--- config.mk ---
export PLATFORM = sky130hd
export DESIGN_NAME = hsclk_sel_ctrl
export DESIGN_NICKNAME = d
export VERILOG_FILES = /design/src/rtl/hsclk_sel_ctrl_pkg.sv /design/src/rtl/hsclk_sel_ctrl_sync_bit.sv /design/src/rtl/hsclk_sel_ctrl.sv
export SDC_FILE = /design/constraint.sdc
export NUM_CORES = 1
export LEC_CHECK = 0
export ABC_AREA = 1
export BUFFER_PORTS_ARGS = -buffer_cell sky130_fd_sc_hd__buf_2
export CORE_MARGIN = 5
export CORE_UTILIZATION = 56
export CTS_CLUSTER_DIAMETER = 60
export DETAILED_ROUTE_END_ITERATION = 8
export HOLD_SLACK_MARGIN = 0.03
export PLACE_DENSITY = 0.92
export SKIP_CTS_REPAIR_TIMING = 1
export SLEW_MARGIN = 20
export SYNTH_ARGS = -nofsm -noshare
export SYNTH_HDL_FRONTEND = slang
export SYNTH_HIERARCHICAL = 1
export SYNTH_SLANG_ARGS = --single-unit
export TNS_END_PERCENT = 100
--- constraint.sdc ---
create_clock -name lsclk_in -period 3 [get_ports lsclk_in]
set_input_delay 0.6 -clock lsclk_in [delete_from_list [all_inputs] [get_ports lsclk_in]]
set_output_delay 0.6 -clock lsclk_in [all_outputs]
set_load 0.02 [all_outputs]
--- src/rtl/hsclk_sel_ctrl_pkg.sv ---
// Shared definitions for the fast-clock select controller.
//  state_e         : controller states (LS_RUN, HS_REQ, HS_RUN, LS_REQ)
//  CFG_*           : bit positions inside the 8-bit speed config register
//  pack_rdata()    : assembles the config read-back word
package hsclk_sel_ctrl_pkg;

  typedef enum logic [1:0] {
    LS_RUN = 2'd0,
    HS_REQ = 2'd1,
    HS_RUN = 2'd2,
    LS_REQ = 2'd3
  } state_e;

  // Write-side and read-side bit positions of the config register
  localparam int unsigned CFG_TURBO_BIT = 0;
  localparam int unsigned CFG_DIV_LSB   = 1;
  localparam int unsigned CFG_DIV_MSB   = 2;
  localparam int unsigned CFG_HSACT_BIT = 4;
  localparam int unsigned CFG_ERR_BIT   = 7;

  // Read-back layout: {err, 2'b0, hs_active, 1'b0, div_pend[1:0], turbo_en}
  function automatic logic [7:0] pack_rdata(input logic       err,
                                            input logic       hs_act,
                                            input logic [1:0] div,
                                            input logic       turbo);
    logic [7:0] w;
    w                = 8'h00;
    w[CFG_ERR_BIT]   = err;
    w[CFG_HSACT_BIT] = hs_act;
    w[CFG_DIV_MSB:CFG_DIV_LSB] = div;
    w[CFG_TURBO_BIT] = turbo;
    return w;
  endfunction

endpackage

--- src/rtl/hsclk_sel_ctrl_sync_bit.sv ---
// Multi-flop synchroniser for a single level signal.
//  lsclk_in : destination clock
//  rst_b    : asynchronous active-low reset, clears every stage to 0
//  d_i      : asynchronous input level
//  q_o      : input level after STAGES destination-clock flops
module sync_bit #(
  parameter int unsigned STAGES = 2
) (
  input  logic lsclk_in,
  input  logic rst_b,
  input  logic d_i,
  output logic q_o
);

  logic [STAGES-1:0] sync_q;

  always_ff @(posedge lsclk_in or negedge rst_b) begin
    if (!rst_b) begin
      sync_q <= '0;
    end else begin
      sync_q <= {sync_q[STAGES-2:0], d_i};
    end
  end

  assign q_o = sync_q[STAGES-1];

endmodule

--- src/rtl/hsclk_sel_ctrl.sv ---
// Fast-clock select controller, clocked by host PHI2 (lsclk_in).
// Decides when the CPU may run from the fast clock: drops to the slow clock
// for host bus accesses and re-requests turbo after a clean holdoff period.
// Also holds the CPU speed config register and a sticky switch-timeout flag.
//  lsclk_in        : host PHI2 clock
//  rst_b           : asynchronous active-low reset
//  slow_req        : current access needs the host bus
//  cfg_wr/cfg_wdata: config write ([0] turbo_en, [2:1] div_sel, [7] W1C err)
//  lsclk_selected  : clock switch reports slow clock selected (lsclk domain)
//  hsclk_selected  : clock switch reports fast clock selected (hs domain)
//  hsclk_sel       : request fast clock
//  cpuclk_div_sel  : fast clock divider select
//  cfg_rdata       : config/status read-back
//  hs_active       : controller is in HS_RUN
module hsclk_sel_ctrl
  import hsclk_sel_ctrl_pkg::*;
#(
  parameter int unsigned HOLDOFF_CYCLES = 4,
  parameter int unsigned TIMEOUT_CYCLES = 64,
  parameter int unsigned SYNC_STAGES    = 2,
  parameter logic        TURBO_RESET    = 1'b0
) (
  input  logic       lsclk_in,
  input  logic       rst_b,
  input  logic       slow_req,
  input  logic       cfg_wr,
  input  logic [7:0] cfg_wdata,
  input  logic       lsclk_selected,
  input  logic       hsclk_selected,
  output logic       hsclk_sel,
  output logic [1:0] cpuclk_div_sel,
  output logic [7:0] cfg_rdata,
  output logic       hs_active
);

  localparam int unsigned HW = $clog2(HOLDOFF_CYCLES + 1);
  localparam int unsigned TW = (TIMEOUT_CYCLES > 1) ? $clog2(TIMEOUT_CYCLES) : 1;
  localparam logic [HW-1:0] HOLDOFF_RELOAD = HW'(HOLDOFF_CYCLES);
  localparam logic [HW-1:0] HOLDOFF_ONE    = HW'(1);
  localparam logic [TW-1:0] TMO_LAST       = TW'(TIMEOUT_CYCLES - 1);
  localparam logic [TW-1:0] TMO_ONE        = TW'(1);

  state_e        state_q, state_d;
  logic [HW-1:0] holdoff_q, holdoff_d;
  logic [TW-1:0] tmo_q, tmo_d;
  logic          turbo_q, turbo_d;
  logic [1:0]    div_pend_q, div_pend_d;
  logic [1:0]    div_sel_q, div_sel_d;
  logic          err_q, err_d;
  logic          hs_sel_q, hs_sel_d;
  logic          hs_s;
  logic          drop;
  logic          err_set;
  logic          unused_wdata;

  assign unused_wdata = ^cfg_wdata[6:3];

  sync_bit #(
    .STAGES (SYNC_STAGES)
  ) u_hs_sync (
    .lsclk_in (lsclk_in),
    .rst_b    (rst_b),
    .d_i      (hsclk_selected),
    .q_o      (hs_s)
  );

  // Decisions use the registered turbo_en, so a config write takes effect
  // one cycle after it is sampled.
  assign drop = slow_req | ~turbo_q;

  always_comb begin
    state_d    = state_q;
    holdoff_d  = holdoff_q;
    tmo_d      = tmo_q;
    turbo_d    = turbo_q;
    div_pend_d = div_pend_q;
    div_sel_d  = div_sel_q;
    err_d      = err_q;
    err_set    = 1'b0;

    unique case (state_q)
      LS_RUN: begin
        // Only state where the divider may change: fast clock is off
        div_sel_d = div_pend_q;
        if (slow_req) begin
          holdoff_d = HOLDOFF_RELOAD;
        end else if (holdoff_q != '0) begin
          holdoff_d = holdoff_q - HOLDOFF_ONE;
        end
        if (turbo_q && !slow_req && (holdoff_q == '0)) begin
          state_d = HS_REQ;
        end
      end
      HS_REQ: begin
        if (drop) begin
          state_d = LS_REQ;
        end else if (hs_s) begin
          state_d = HS_RUN;
        end else if (tmo_q == TMO_LAST) begin
          err_set = 1'b1;
          state_d = LS_REQ;
        end
      end
      HS_RUN: begin
        if (drop) begin
          state_d = LS_REQ;
        end
      end
      LS_REQ: begin
        // A stuck switch keeps err asserted here; hsclk_sel stays low
        if (lsclk_selected && !hs_s) begin
          state_d   = LS_RUN;
          holdoff_d = HOLDOFF_RELOAD;
        end else if (tmo_q == TMO_LAST) begin
          err_set = 1'b1;
        end
      end
      default: begin
        state_d = LS_RUN;
      end
    endcase

    // Timeout counter restarts on any state change and saturates at its
    // last value, so a switch that never completes keeps raising err.
    if (state_d != state_q) begin
      tmo_d = '0;
    end else if (((state_q == HS_REQ) || (state_q == LS_REQ)) && (tmo_q != TMO_LAST)) begin
      tmo_d = tmo_q + TMO_ONE;
    end

    if (cfg_wr) begin
      turbo_d    = cfg_wdata[CFG_TURBO_BIT];
      div_pend_d = cfg_wdata[CFG_DIV_MSB:CFG_DIV_LSB];
      if (cfg_wdata[CFG_ERR_BIT]) begin
        err_d = 1'b0;
      end
    end
    // A timeout in the same cycle as a clear must not be lost
    if (err_set) begin
      err_d = 1'b1;
    end

    hs_sel_d = (state_d == HS_REQ) || (state_d == HS_RUN);
  end

  always_ff @(posedge lsclk_in or negedge rst_b) begin
    if (!rst_b) begin
      state_q    <= LS_RUN;
      holdoff_q  <= HOLDOFF_RELOAD;
      tmo_q      <= '0;
      turbo_q    <= TURBO_RESET;
      div_pend_q <= 2'b00;
      div_sel_q  <= 2'b00;
      err_q      <= 1'b0;
      hs_sel_q   <= 1'b0;
    end else begin
      state_q    <= state_d;
      holdoff_q  <= holdoff_d;
      tmo_q      <= tmo_d;
      turbo_q    <= turbo_d;
      div_pend_q <= div_pend_d;
      div_sel_q  <= div_sel_d;
      err_q      <= err_d;
      hs_sel_q   <= hs_sel_d;
    end
  end

  assign hsclk_sel      = hs_sel_q;
  assign cpuclk_div_sel = div_sel_q;
  assign hs_active      = (state_q == HS_RUN);
  assign cfg_rdata      = pack_rdata(err_q, hs_active, div_pend_q, turbo_q);

endmodule

==> reports/qor.yml, run 1 <==
routing:
  wl_per_cell_um: 11.34
  wl_met2_um: 1123
  drt-met1-wl_um: 814
  count_of_routing_violations_after_the_opening_detailed_route_iteration: 12
  number_of_vias_after_detailed_routing: 886
  drc_violations_left: 0
  route.final.wire_length_um: 2063
  routed-wl-met3_um: 86
  first_pass_iters: 4
  via_per_inst: 4.868
  antenna_left: 0
  maxUsedRoutingLayer: "met4"
pwr:
  power_switching_share_pct: 42.67
  vdd_ir_drop_max_v: 0.0004904
  power.net_switching_mw: 0.4273
  share_clk_of_total_power_pct: 15.2
  seq_power_share_pct: 40.4
  cell_internal_pwr_mw: 0.5740
  power.combinational.fraction_pct: 44.4
  power_after_layout_mw: 1.001
  leakage_dissipation_nw: 0.6550
  power.density_cell_area_nw_per_um2: 790.8
clock_tree:
  clock_latency_ps: 300
  cts_sinks: 20
  clock_tree.htree_level_count: 1
  cts_tree: "built"
  max-clock-path-buffers: 2
  cts.clk_slew.worst_paths_ps: 110
  number_of_buffers_inserted_during_clock_tree_synthesis: 3
  cts-root-buf: "sky130_fd_sc_hd__clkbuf_4"
yosys:
  synth.avg_cell_area_um2: 8.369
  synth_seq_cells: 20
  synth-edff-count: 0
  yosys.cell_types.count: 28
  synth_area_leaders: "sky130_fd_sc_hd__dfrtp_1, sky130_fd_sc_hd__nand2_1, sky130_fd_sc_hd__inv_1, sky130_fd_sc_hd__nor2_2, sky130_fd_sc_hd__buf_4"
  synth-async-reset-ratio_pct: 100.0
  parity_gate_share_of_the_synthesized_area_counting_xor_and_xnor_cells_pct: 1.517
  yosysWarnings: 6
  muxShareOfSynthArea_pct: 0
  simple_logic_cell_fraction_of_the_synthesized_area_pct: 31.96
  fraction_of_post_synthesis_cell_area_in_the_top_cell_type_by_area_pct: 41.17
  ys_dominant_reg_cell: "sky130_fd_sc_hd__dfrtp_1"
  synth_top_family_by_area: "simple AND/OR/NAND/NOR gates"
  post-synth-top-count-cell: "sky130_fd_sc_hd__nand2_1"
  synth_sequential_area_ratio_pct: 43.45
  synth_commonest_cells: "sky130_fd_sc_hd__nand2_1, sky130_fd_sc_hd__dfrtp_1, sky130_fd_sc_hd__inv_1, sky130_fd_sc_hd__nor2_2, sky130_fd_sc_hd__nand3_1"
  synth_compound_gate_area_share_pct: 7.584
  synth_largest_area_cell: "sky130_fd_sc_hd__dfrtp_1"
  synthCells: 138
  synth_fa_ha_area_share_pct: 3.250
  post_synth_instance_area_um2: 1155
critical_path:
  cpPeakStageDelay_ps: 530
  r2r_cells: 8
  r2r_slack_ps: 1570
  worst_setup_path_end_kind: "primary output"
  setup.worst_path.start_class: "flip-flop"
  worst_r2r_startpoint: "tmo_q[0]"
  critPathArrivalTime_ps: 1170
  worstPathCellList: "nor2_1 -> buf_2"
  criticalPathCategory: "reg2out"
  slowest_stage: "sky130_fd_sc_hd__dfrtp_1"
  worstPathMaxFanout: 8
  worstPathRequired_ps: 2400
  regToRegEndpoint: "tmo_q[4]"
grt:
  pin_count_of_the_biggest_net_entering_global_routing: 21
  grt_antenna_before_repair: 0
  grt_util_all_layers_pct: 15.27
  grt_first_pass_wirelength_um: 3753
  first_global_vias: 882
  globalRouteOverflowTotal: 0
cells_and_area:
  instances_no_fill: 182
  layout-area-overhead-vs-synth_pct: 9.642
  antenna_cells: 0
  drive_gt1_share_pct: 30.97
  nets: 173
sta:
  finalCriticalPeriod_ps: 1770
  final.setup_skew_ps: 7.711
  grt_setup_unrepaired: "false"
  tns_ps: 0
  period_share_pct: 59.00
  final-max-slew-violation-count: 0
  finalHoldViolCount: 0
  finalSetupViolations: 0
  max_clock_freq_ghz: 0.5650
floorplan:
  ioPinCount: 26
  design.die.area_um2: 3070
  die_y_um: 55.41
  fp-row-count: 16
  start_util_pct: 58.86
  design.core.area_um2: 1962
  die-width_um: 55.41
outcome:
  outcome: "finished clean"
placed_design:
  post-dp-hpwl_um: 1701
  dp_cells: 178
  port-buffer-count: 18
  gp_congestion: 0.8536
worst_hold_path:
  holdCritPathClass: "in2async"
run:
  max_capacitance_violation_total: 0
[worst max-delay path by stage]
stage | start | slack, ps | depth (start not counted) | endpoint
floorplan | state_q[0] | 1360 | 3 | cfg_rdata[4]
global placement | state_q[0] | 1560 | 2 | cfg_rdata[4]
detailed placement | slow_req | 1540 | 8 | tmo_q[0]
CTS | state_q[0] | 1210 | 2 | hs_active
global route | state_q[0] | 1130 | 2 | cfg_rdata[4]
finish | state_q[0] | 1230 | 2 | hs_active
[layout by cell type (no fill, tap or decap), types with 2 or more instances in the layout]
cell type / instances
sky130_fd_sc_hd__nand3_2: 3
sky130_fd_sc_hd__nor2_1: 7
sky130_fd_sc_hd__a21oi_1: 2
sky130_fd_sc_hd__nand2_1: 36
sky130_fd_sc_hd__dfrtp_1: 19
sky130_fd_sc_hd__nand3_1: 8
sky130_fd_sc_hd__conb_1: 3
sky130_fd_sc_hd__o21ai_0: 7
sky130_fd_sc_hd__buf_2: 18
sky130_fd_sc_hd__inv_2: 3
sky130_fd_sc_hd__nand2_4: 2
sky130_fd_sc_hd__xnor2_1: 2
sky130_fd_sc_hd__ha_1: 3
sky130_fd_sc_hd__inv_1: 16
sky130_fd_sc_hd__nor2_2: 9
sky130_fd_sc_hd__clkbuf_4: 3
sky130_fd_sc_hd__nand2_2: 2
[layout make-up]
| cell class | instances | area, um2 |
|---|---|---|
| well taps | 27 | 33.78 |
| multi-input cells | 92 | 523.0 |
| repair buffers | 18 | 90.09 |
| fillers | 180 | 695.7 |
| clock buffers | 4 | 36.28 |
| flip-flops and latches | 20 | 501.7 |
| inverters | 21 | 81.33 |
[layer usage]
metal | track usage, % | vias to the layer above
li1 | - | 456
met1 | 16.06 | 411
met2 | 27.87 | 15
met3 | 4.429 | 4
met4 | 6.597 | 0
met5 | 0 | -
[power groups by stage]
| stage | logic, mW | registers, mW | clock network, mW |
|---|---|---|---|
| after floorplan | 0.366 | 0.409 | 0 |
| after global placement | 0.428 | 0.404 | 0 |
| after detailed placement | 0.449 | 0.410 | 0 |
| after CTS | 0.452 | 0.404 | 0.155 |
| after global routing | 0.498 | 0.418 | 0.172 |
| final | 0.445 | 0.405 | 0.152 |
[sequential cells by signal (all words and copies together) (netlist names)]
register / flops
div_pend_q: 2
holdoff_q: 3
turbo_q: 1
err_q: 1
u_hs_sync/sync_q: 2
hsclk_sel: 1
state_q: 2
tmo_q: 6
cpuclk_div_sel: 2
[through the flow]
stage / hold WS [ps] / util (%) / cell area [um2] / setup slack [ps]
after floorplan: 304.4 / - / 1162 / 1359
after global placement: 334.8 / 62.69 / 1230 / 1562
after detailed placement: 337.8 / 62.69 / 1230 / 1535
after CTS: 235.3 / 64.54 / 1266 / 1207
after global routing: 239.4 / 64.54 / 1266 / 1132
final: 223.2 / 64.54 / 1266 / 1230
[cells by family after synthesis]
logic type | after synthesis
AND/OR/NAND/NOR | 71
buffers and inverters | 28
flip-flops | 20
AO/OA/AOI/OAI | 13
adder cells (fa/ha/maj) | 3
XOR/XNOR | 2
other | 1
[critical path, delay by kind of cell (launching register included)]
kind / cells / cell delay, ps
buffers and inverters: 1 / 180
flip-flops: 1 / 530
AND/OR/NAND/NOR: 1 / 170
Note: power is estimated with default switching activity, not from simulation.
==> inputs of run 2 (changes only) <==
CORE_UTILIZATION = 52   (was 56)
PLACE_DENSITY = 0.87   (was 0.92)
clock period = 1.8 ns   (was 3 ns; I/O delays follow)
==> reports/qor.yml, run 2 (same netlist as run 1, synthesis figures left out) <==
critical_path:
  worstPathRequired_ps: 1440  # -960 ps
  criticalPathCategory: "reg2out"
  setup.worst_path.start_class: "flip-flop"
  critPathArrivalTime_ps: 1190  # +20 ps
  worstPathMaxFanout: 8  # unchanged
  worst_setup_path_end_kind: "primary output"
floorplan:
  start_util_pct: 53.23  # -5.6 points
  ioPinCount: 26  # unchanged
  fp-row-count: 17  # +1
  design.die.area_um2: 3263  # +6.3%
  die_y_um: 57.13  # +3.1%
  die-width_um: 57.13  # +3.1%
  design.core.area_um2: 2170  # +11%
cells_and_area:
  utilization_pct: 59.63  # -4.9 points
  drive_gt1_share_pct: 30.77  # -0.20 points
  largest_reg_flops: 6  # unchanged
  multi_input_comb_area_um2: 523.0  # unchanged
  mostFrequentLayoutCells: "sky130_fd_sc_hd__nand2_1, sky130_fd_sc_hd__dfrtp_1, sky130_fd_sc_hd__buf_2, sky130_fd_sc_hd__inv_1, sky130_fd_sc_hd__nor2_2"
  layout.cells.most_common: "sky130_fd_sc_hd__nand2_1"
  antenna_cells: 0  # unchanged
  fillerInstances: 195  # +8.3%
  layout-area-overhead-vs-synth_pct: 12.03
  final-seq-area_um2: 501.7  # unchanged
  nets: 174  # +0.58%
  postLayoutCellArea_um2: 1294  # +2.2%
  register_with_the_highest_flop_count: "tmo_q"
  layout_top_registers: "tmo_q (6), holdoff_q (3)"
routing:
  via_per_inst: 4.995  # +2.6%
  drc_violations_left: 0  # unchanged
  first_pass_iters: 4  # unchanged
  count_of_routing_violations_after_the_opening_detailed_route_iteration: 9  # -3
  antenna_left: 0  # unchanged
  wl_per_cell_um: 11.82  # +4.3%
  route.final.wire_length_um: 2175  # +5.4%
  number_of_vias_after_detailed_routing: 919  # +3.7%
sta:
  finalCriticalPeriod_ps: 1553
  finalHoldViolCount: 0  # unchanged
  tns_ps: 0  # unchanged
  grt_setup_unrepaired: "false"
  period_share_pct: 86.30
  max_clock_freq_ghz: 0.6437
  postLayoutSetupSlackWorst_ps: 246.6  # -983.5 ps
  final.setup_skew_ps: 12.96  # +5.252 ps
  finalSetupViolations: 0  # unchanged
  final-max-slew-violation-count: 0  # unchanged
placed_design:
  gp_congestion: 0.8845  # +3.6%
  pre_cts_ws_ps: 358.2  # -1177 ps
  post-dp-hpwl_um: 1739  # +2.2%
  dpl_cell_area_um2: 1231  # +0.10%
  port-buffer-count: 18  # unchanged
grt:
  first_global_vias: 885  # +0.34%
  grt_util_all_layers_pct: 14.27  # -1.0 points
  grt_first_pass_wirelength_um: 3622  # -3.5%
  pin_count_of_the_biggest_net_entering_global_routing: 21  # unchanged
  globalRouteOverflowTotal: 0  # unchanged
  grt_antenna_before_repair: 0  # unchanged
pwr:
  leakage_dissipation_nw: 0.6661  # +1.7%
  vdd_ir_drop_max_v: 0.0009920  # +100%
  power.density_cell_area_nw_per_um2: 1383  # +75%
outcome:
  outcome: "finished clean"
run:
  max_capacitance_violation_total: 0  # unchanged
worst_hold_path:
  holdCritPathClass: "in2reg"
clock_tree:
  max-clock-path-buffers: 2  # unchanged
  cts_tree: "built"
  clock_tree.htree_level_count: 1  # unchanged
  clock_latency_ps: 300  # about the same
  cts_sinks: 20  # unchanged
  cts.clk_slew.worst_paths_ps: 120  # about the same
  cts-root-buf: "sky130_fd_sc_hd__clkbuf_4"
  number_of_buffers_inserted_during_clock_tree_synthesis: 3  # unchanged
run 2: cell count changes in the layout (fill, tap and decap cells not counted), sizes merged:
cell         before  now
bufinv            0    1
clkbuf            4    3
dlygate4sd3       0    1
run 2: metrics by stage:
stage / cells / total power [mW] / hold slack, ps
after floorplan: 140 / 1.291 / 64.41
after global placement: 179 / 1.390 / 321.8
after detailed placement: 179 / 1.439 / 332.7
after CTS: 183 / 1.805 / -17.73
after global routing: 184 / 1.928 / 125.7
final: 184 / 1.789 / 149.3
run 2: final timing paths:
check | end | from | slack, ps | depth (start not counted)
max in group asynchronous | holdoff_q[2] | rst_b | 940 | 2
worst max register to register | holdoff_q[0] | holdoff_q[0] | 330 | 8
worst min-delay path | u_hs_sync/sync_q[0] | hsclk_selected | 150 | 1
worst min register to register | u_hs_sync/sync_q[1] | u_hs_sync/sync_q[0] | 360 | 0
worst max-delay path | hs_active | state_q[0] | 250 | 2
min in group asynchronous | div_pend_q[0] | rst_b | 530 | 2
run 2: layout make-up:
| class | count | share of cell area, % |
|---|---|---|
| inverters | 21 | 6.286 |
| well taps | 28 | 2.708 |
| multi-input cells | 92 | 40.43 |
| clock inverters | 1 | 2.321 |
| repair buffers | 19 | 7.737 |
| flip-flops and latches | 20 | 38.78 |
| clock buffers | 3 | 1.741 |
run 2: metal layers:
layer | routed length (um) | track usage (%)
met5 | 0 | 0
met4 | 92 | 8.940
met3 | 89 | 2.489
met2 | 1097 | 25.45
met1 | 895 | 15.48
run 2: critical path, stage by stage (launching register included):
cell and delay, ps:
sky130_fd_sc_hd__dfrtp_1 530, sky130_fd_sc_hd__nor2_1 190, sky130_fd_sc_hd__buf_2 190
run 2: where the power goes:
part / switching [mW] / total, mW / internal, mW
sequential: 0.107 / 0.671 / 0.564
clock: 0.137 / 0.362 / 0.225
combinational: 0.487 / 0.756 / 0.270
